<file path="src/rtl/logic_gate_accumulator.sv">
// logic_gate_accumulator: folds DEPTH accepted (a op b) terms into one WIDTH-bit
// result using OR / AND / XOR / NOR, then holds it until the consumer takes it.
// The op is latched on the first sample of each reduction.
// Optional macro LOGIC_GATE_ACCUMULATOR_COUNT_EN adds the sample_count output.
module logic_gate_accumulator #(
    parameter int unsigned WIDTH = 8,
    parameter int unsigned DEPTH = 4
) (
    input  logic                       clock,
    input  logic                       reset_n,
    input  logic [1:0]                 op,
    input  logic [WIDTH-1:0]           a,
    input  logic [WIDTH-1:0]           b,
    input  logic                       in_valid,
    output logic                       in_ready,
    input  logic                       clear,
    output logic [WIDTH-1:0]           x,
    output logic                       out_valid,
    input  logic                       out_ready
`ifdef LOGIC_GATE_ACCUMULATOR_COUNT_EN
    ,
    output logic [$clog2(DEPTH+1)-1:0] sample_count
`endif
);

    localparam int unsigned CW = $clog2(DEPTH + 1);
    localparam logic [CW-1:0] DEPTH_C = CW'(DEPTH);

    typedef enum logic [1:0] {
        S_IDLE  = 2'b00,
        S_ACCUM = 2'b01,
        S_DONE  = 2'b10
    } state_e;

    typedef enum logic [1:0] {
        OP_OR  = 2'b00,
        OP_AND = 2'b01,
        OP_XOR = 2'b10,
        OP_NOR = 2'b11
    } op_e;

    state_e           state_q, state_d;
    op_e              op_q, op_d;
    logic [CW-1:0]    count_q, count_d;
    logic [WIDTH-1:0] acc_q, acc_d;
    logic [WIDTH-1:0] x_q, x_d;

    op_e              eff_op;
    logic [WIDTH-1:0] term;
    logic [WIDTH-1:0] merged;
    logic [CW-1:0]    count_inc;

    // Outputs come straight from registered state, so no path from in_valid/out_ready.
    assign in_ready  = (state_q != S_DONE);
    assign out_valid = (state_q == S_DONE);
    assign x         = x_q;
`ifdef LOGIC_GATE_ACCUMULATOR_COUNT_EN
    assign sample_count = count_q;
`endif

    // Per-sample term and its fold into the accumulator.
    always_comb begin
        eff_op = (state_q == S_IDLE) ? op_e'(op) : op_q;
        unique case (eff_op)
            OP_AND:  term = a & b;
            OP_XOR:  term = a ^ b;
            default: term = a | b;
        endcase
        if (state_q == S_IDLE) begin
            merged = term;
        end else begin
            unique case (eff_op)
                OP_AND:  merged = acc_q & term;
                OP_XOR:  merged = acc_q ^ term;
                default: merged = acc_q | term;
            endcase
        end
        count_inc = count_q + CW'(1);
    end

    // Next-state logic; clear overrides every other request.
    always_comb begin
        state_d = state_q;
        op_d    = op_q;
        count_d = count_q;
        acc_d   = acc_q;
        x_d     = x_q;
        if (clear) begin
            state_d = S_IDLE;
            count_d = '0;
            acc_d   = '0;
        end else begin
            unique case (state_q)
                S_IDLE, S_ACCUM: begin
                    if (in_valid) begin
                        count_d = count_inc;
                        acc_d   = merged;
                        op_d    = eff_op;
                        if (count_inc == DEPTH_C) begin
                            state_d = S_DONE;
                            x_d     = (eff_op == OP_NOR) ? ~merged : merged;
                        end else begin
                            state_d = S_ACCUM;
                        end
                    end
                end
                S_DONE: begin
                    if (out_ready) begin
                        state_d = S_IDLE;
                        count_d = '0;
                        acc_d   = '0;
                    end
                end
                default: begin
                    state_d = S_IDLE;
                    count_d = '0;
                    acc_d   = '0;
                end
            endcase
        end
    end

    // State registers with asynchronous active-low reset.
    always_ff @(posedge clock or negedge reset_n) begin
        if (!reset_n) begin
            state_q <= S_IDLE;
            op_q    <= OP_OR;
            count_q <= '0;
            acc_q   <= '0;
            x_q     <= '0;
        end else begin
            state_q <= state_d;
            op_q    <= op_d;
            count_q <= count_d;
            acc_q   <= acc_d;
            x_q     <= x_d;
        end
    end

endmodule

</file>
<file path="config.mk">
export PLATFORM = sky130hd
export DESIGN_NAME = logic_gate_accumulator
export DESIGN_NICKNAME = d
export VERILOG_FILES = /design/src/rtl/logic_gate_accumulator.sv
export SDC_FILE = /design/constraint.sdc
export NUM_CORES = 1
export LEC_CHECK = 0
export BUFFER_PORTS_ARGS = -buffer_cell sky130_fd_sc_hd__buf_2
export CORE_MARGIN = 4
export CORE_UTILIZATION = 50
export DETAILED_ROUTE_END_ITERATION = 12
export GPL_TIMING_DRIVEN = 0
export PLACE_DENSITY_LB_ADDON = 0.08
export SLEW_MARGIN = 5
export SYNTH_ARGS = -nofsm -noshare
export SYNTH_HDL_FRONTEND = slang
export SYNTH_SLANG_ARGS = --single-unit
</file>
<file path="constraint.sdc">
create_clock -name clock -period 3.81 [get_ports clock]
set_clock_uncertainty 0.15 [all_clocks]
set_input_delay 0.762 -clock clock [delete_from_list [all_inputs] [get_ports clock]]
set_output_delay 0.762 -clock clock [all_outputs]
set_load 0.01 [all_outputs]
</file>
==> Yosys cells after proc, flatten, opt, wreduce, memory -nomap -nowiden <==
Cells that the tools add are included.
W data, S select, Z words.
{ "word_totals": {"reg_bits": 23, "in_bits": 23} }
{ "classes": {"addsub": 1, "n_eq_ne": 9, "muxes": 18, "bitwise": 8, "n_reduce_logical": 5} }
{ "ops": {"columns": ["cell", "n"], "rows": [
  ["$pmux W8 S2", 3],
  ["$mux W8", 5],
  ["$and A8 B8 Y8", 2],
  ["$or A8 B8 Y8", 2],
  ["$xor A8 B8 Y8", 2],
  ["$mux W2", 5],
  ["$mux W3", 3],
  ["$not A8 Y8", 1],
  ["$eq A2 B2 Y1 const B", 3],
  ["$pmux W3 S2", 1],
  ["$eq A2 B1 Y1 const B", 2],
  ["$pmux W2 S2", 1],
  ["$reduce_and A4 Y1", 1],
  ["$add A3 B1 Y3 const B", 1],
  ["$eq A3 B3 Y1 const B", 1],
  ["$ne A3 B2 Y1 const B", 1],
  ["$ne A3 B3 Y1 const B", 1],
  ["$reduce_and A3 Y1", 1],
  ["$logic_not A2 Y1", 1],
  ["$ne A2 B2 Y1 const B", 1],
  ["$reduce_and A2 Y1", 1],
  ["$reduce_or A2 Y1", 1],
  ["$not A1 Y1", 1]
]} }

==> Longest topological paths before layout <==
{ "logic_depth": {"ltp_word": 10, "mapped_depth": 16} }

==> Least setup slack after synthesis <==
No wires, ideal clock.
{ "synth_timing": {"path_kind": "reg2reg", "start": "reg state_q[0]", "end": "reg x_q[5], in the netlist x[5]", "setup_ns": 0.130, "arrival_ns": 2.910, "required_time_ns": 3.530, "slack_ns": 0.620, "stages_incl_launch_ff": 17, "n_path_buf": 4, "synth_period_minus_slack_ns": 3.190, "path_cell_list": "dfrtp_1 -> buf_2 -> buf_4 -> nor2_2 -> mux2i_1 -> inv_1 -> ha_1 -> buf_6 -> buf_6 -> a221oi_2 -> a21oi_1 -> inv_1 -> ha_1 -> a221oi_1 -> o22ai_2 -> xnor2_1 -> o21ai_1"} }
{ "synth_via": {"elab_chain_cells": 9} }
{ "synth_rtl": {"columns": ["item", "line_no", "source"], "rows": [
  ["start: declaration", "42", "state_e state_q, state_d;"],
  ["start signal: assignment", "132", "state_q <= state_d;"],
  ["$logic_not A2 Y1 *", "63", "eff_op = (state_q == S_IDLE) ? op_e'(op) : op_q;"],
  ["$mux W2 *", "63", null],
  ["net eff_op[1]", "48", "op_e eff_op;"],
  ["$eq A2 B2 Y1 or $eq A2 B1 Y1 (tied branches)", "64, 72", null],
  ["$pmux W8 S2", "64", "unique case (eff_op)"],
  ["$or A8 B8 Y8, or another cell as far along", "75", "default: merged = acc_q | term;"],
  ["$pmux W8 S2", "72", "unique case (eff_op)"],
  ["$mux W8", "69", "if (state_q == S_IDLE) begin"],
  ["$not A8 Y8", "101", "x_d = (eff_op == OP_NOR) ? ~merged : merged;"],
  ["$mux W8 *", "101", null],
  ["end signal: assignment", "130", "x_q <= '0;"],
  ["end signal: assignment", "136", "x_q <= x_d;"],
  ["end: declaration", "46", "logic [WIDTH-1:0] x_q, x_d;"]
]} }
The timed path passes the listed nets; every way through them passes the cells marked *.
A chain may end at the register's enable or synchronous reset.

==> Worst setup path after layout <==
{ "layout_timing": {"start": "reg state_q[0]", "end": "reg x_q[2], in the netlist x[2]"} }
Same word-level chain as after synthesis.

==> results.rst <==
.. list-table::
   :header-rows: 1

   * - Metric
     - Value
   * - Run status
     - complete, no violations
   * - Delay of the slowest cell on the worst path
     - 380 ps
   * - Number of buffers added by the clock tree synthesis step
     - 3
   * - CP Launch Type
     - flip-flop
   * - Type of the tightest min-delay check
     - input pin to asynchronous set/reset pin
   * - FF+latch area
     - 576 sq um
   * - Average footprint of a synthesized cell
     - 10.2 sq um
   * - Top Family by Delay on Critical Path
     - compound AO/OA/AOI/OAI gates
   * - Most frequent cells in the layout
     - 37 x sky130_fd_sc_hd__ha_1, 35 x sky130_fd_sc_hd__inv_1, 34 x sky130_fd_sc_hd__buf_2, 23 x sky130_fd_sc_hd__dfrtp_1, 15 x sky130_fd_sc_hd__a221oi_2
   * - I/O Pins
     - 33
   * - Synthesized-area fraction occupied by and/or/nand/nor cells
     - 0.0465
   * - Syn-to-layout area delta
     - 13.6%
   * - Clock transition at path regs
     - 80 ps
   * - Initial Utilization
     - 0.532
   * - Per-cell routed wire length
     - 15.1 um
   * - Area of the multi-input gates
     - 0.00137 sq mm
   * - Core Region
     - 0.00414 sq mm
   * - Final Net Count
     - 316
   * - Critical path peak fanout
     - 10
   * - Avg Vias per Cell
     - 5.50
   * - Cell type of the slowest stage on the worst timing path
     - sky130_fd_sc_hd__dfrtp_1
   * - Number of diodes added for antenna fixing
     - 0
   * - Antenna Violating Nets Remaining
     - 0
   * - Largest family of logic cells by synthesized area
     - compound AO/OA/AOI/OAI gates
   * - Setup-violating endpoint count in the final report
     - 0
   * - Arithmetic-cell share of the synthesized area counting full adders, half adders and majority gates
     - 0.210
   * - Shortest period the worst path allows
     - 3600 ps
   * - Static leakage
     - 1.34 nW
   * - CP Capture Type
     - flip-flop
   * - Total of buffers placed on input and output ports
     - 32
   * - Total gr overflow
     - 0
   * - Floorplan row count
     - 23
   * - Total wirelength of the detailed-routed design
     - 4610 um
   * - Yosys warns
     - 0
   * - Initial DRC count
     - 65
   * - Count of final hold-check violations
     - 0
   * - Ratio of cells with drive above 1 in the final layout
     - 0.329
   * - 1st-pass router iterations
     - 4
   * - Design Power
     - 0.000854 W
   * - Netlist Area Pre-Place
     - 0.00221 sq mm
   * - Global placer's final weighted congestion
     - 0.787
   * - Die height
     - 74.4 um
   * - Number of antenna violations at the first check in global routing
     - 0
   * - Clock sinks
     - 23
   * - Vias in the first global route
     - 1633
   * - Max rail drop VDD
     - 0.266 mV
   * - Xor and xnor fraction of the mapped netlist area
     - 0.0357
   * - Buffer cell driving the clock tree root
     - sky130_fd_sc_hd__clkbuf_8
   * - Fraction of the mapped netlist area in compound gates
     - 0.314
   * - Power density cells
     - 341 mW/mm^2
   * - Number of synthesized register bits
     - 23
   * - Global-route wire length before repair
     - 7670 um
   * - CTS tree
     - done
   * - Total via count in the routed design
     - 1678
   * - Number of buffers inserted for hold repair after clock tree synthesis
     - 0
   * - Instance area at placement
     - 0.00243 sq mm
   * - Synth Instances
     - 217
   * - Largest net degree at the start of global routing
     - 24
   * - Total nets after synthesis
     - 277
   * - WHS
     - 301 ps
   * - Die W
     - 74.4 um
   * - Leading cell type in the layout, fill and taps excluded
     - sky130_fd_sc_hd__ha_1
   * - Critical path buffer and inverter count
     - 6
   * - Worst path arrival time
     - 3600 ps
   * - Ordered cell list for the critical path
     - buf_2, buf_4, nor2_2, mux2i_2, inv_1, ha_1, buf_6, buf_6, a221oi_2, a21oi_1, inv_1, ha_1, a221oi_2, o22ai_2, xnor2_1, o21ai_1
   * - Data required time at the worst endpoint
     - 3810 ps
   * - Number of distinct library cell variants in the gate-level netlist after synthesis
     - 31
   * - Drt drc
     - 0
   * - Fill cell total of the finished layout
     - 376
   * - Final standard cell area without fillers
     - 0.00251 sq mm
   * - Worst Path Class, Setup
     - flip-flop to flip-flop
   * - Worst slew margin relative to its limit
     - 0.666
   * - Register area share after synthesis
     - 0.261
   * - Number of maximum-capacitance constraint violations
     - 0
   * - Pins over their slew limit
     - 0
   * - Post-DP HPWL
     - 3480 um
   * - Least-Margin Pin Slew
     - 501 ps
   * - Maximum clock insertion buffer count
     - 2
   * - Final cycle utilization of the critical path
     - 0.944
   * - Number of levels the H-tree was split into
     - 1
   * - Multiplexer share of the synthesized area
     - 0.00908
   * - Highest attainable clock frequency
     - 0.278 GHz
   * - Die outline area
     - 0.00554 sq mm
   * - Insertion delay of the later-clocked pin in the worst-skew pair
     - 270 ps
   * - Overall Global Routing Usage
     - 0.177
## sequential cells by signal, indices dropped and copies added (netlist names)
name     flops
x            8
state_q      2
count_q      3
op_q         2
acc_q        8
## final timing paths
kind,from,end,slack [ps],cells after the start
worst max-delay path,state_q[0]$_DFFE_PN0P_,x[2]$_DFFE_PN0P_,210,16
worst min-delay path,reset_n,count_q[0]$_DFFE_PN0P_,300,1
worst max register to register,state_q[0]$_DFFE_PN0P_,x[2]$_DFFE_PN0P_,210,16
worst min register to register,x[6]$_DFFE_PN0P_,x[6]$_DFFE_PN0P_,320,2
max in group asynchronous,reset_n,x[5]$_DFFE_PN0P_,2870,1
min in group clock,x[6]$_DFFE_PN0P_,x[6]$_DFFE_PN0P_,320,2
## metal layers
metal / up-vias / track usage / share of wire
li1: 851 / - / -
met1: 799 / 0.243 / 0.49
met2: 24 / 0.301 / 0.47
met3: 4 / 0.0338 / 0.030
met4: 0 / 0.0138 / 0.0041
met5: - / 0 / 0
## cell type report
class	count	share of cell area
multi-input cells	142	0.547
flip-flops and latches	23	0.230
repair buffers	34	0.0699
plain buffers	17	0.0584
inverters	35	0.0524
well taps	50	0.0250
clock buffers	4	0.0180
## cells by family after synthesis
group | count (synthesis)
fa+ha+maj | 37
buf+inv | 52
compound gates | 74
mux | 2
flops | 23
simple gates | 20
xor+xnor | 9
## repair_timing
item,in CTS,in global routing
buffers inserted,0,2
setup endpoints to repair,0,7
resized for setup,0,6
## cell usage after synthesis
cell | count | area (sq um)
sky130_fd_sc_hd__a21oi_2 | 1 | 8.76
sky130_fd_sc_hd__xnor2_1 | 8 | 70.1
sky130_fd_sc_hd__o21ai_0 | 2 | 10.0
sky130_fd_sc_hd__a21o_1 | 1 | 7.51
sky130_fd_sc_hd__xor2_1 | 1 | 8.76
sky130_fd_sc_hd__o31ai_1 | 1 | 7.51
sky130_fd_sc_hd__nor2_1 | 1 | 3.75
sky130_fd_sc_hd__o2bb2ai_1 | 8 | 70.1
sky130_fd_sc_hd__a221oi_1 | 2 | 17.5
sky130_fd_sc_hd__o21ai_2 | 3 | 26.3
sky130_fd_sc_hd__mux2i_1 | 2 | 20.0
sky130_fd_sc_hd__a21oi_1 | 9 | 45.0
sky130_fd_sc_hd__nand2b_1 | 1 | 6.26
sky130_fd_sc_hd__nor2_2 | 1 | 6.26
sky130_fd_sc_hd__o21ai_1 | 8 | 40.0
sky130_fd_sc_hd__inv_1 | 35 | 131
sky130_fd_sc_hd__nand3_1 | 1 | 5.00
sky130_fd_sc_hd__a22o_1 | 9 | 78.8
sky130_fd_sc_hd__nor3b_2 | 1 | 12.5
sky130_fd_sc_hd__or3b_1 | 2 | 17.5
sky130_fd_sc_hd__buf_6 | 9 | 101
sky130_fd_sc_hd__nand2_1 | 12 | 45.0
sky130_fd_sc_hd__o22ai_2 | 8 | 100
sky130_fd_sc_hd__buf_4 | 2 | 15.0
sky130_fd_sc_hd__a221oi_2 | 14 | 210
sky130_fd_sc_hd__or2_2 | 1 | 6.26
sky130_fd_sc_hd__clkbuf_1 | 3 | 11.3
sky130_fd_sc_hd__ha_1 | 37 | 463
sky130_fd_sc_hd__dfrtp_1 | 23 | 576
sky130_fd_sc_hd__buf_2 | 3 | 15.0
sky130_fd_sc_hd__a211o_1 | 8 | 70.1
## stage by stage
| step | TNS, ps | cells | setup WS, ps | utilization |
|---|---|---|---|---|
| after floorplan | 0 | 217 | 620 | - |
| after global placement | 0 | 299 | 239 | 0.586 |
| after detailed placement | 0 | 299 | 219 | 0.586 |
| after CTS | 0 | 303 | 189 | 0.597 |
| after global routing | -11.6 | 305 | -8.04 | 0.605 |
| final | 0 | 305 | 213 | 0.605 |
## power breakdown
part	total, W	switching, W	internal, W
logic	0.000426	0.000236	0.000190
registers	0.000276	0.0000140	0.000261
clock network	0.000153	0.0000780	0.0000747
total	0.000854	0.000328	0.000526
(Power assumes the default switching activity.)
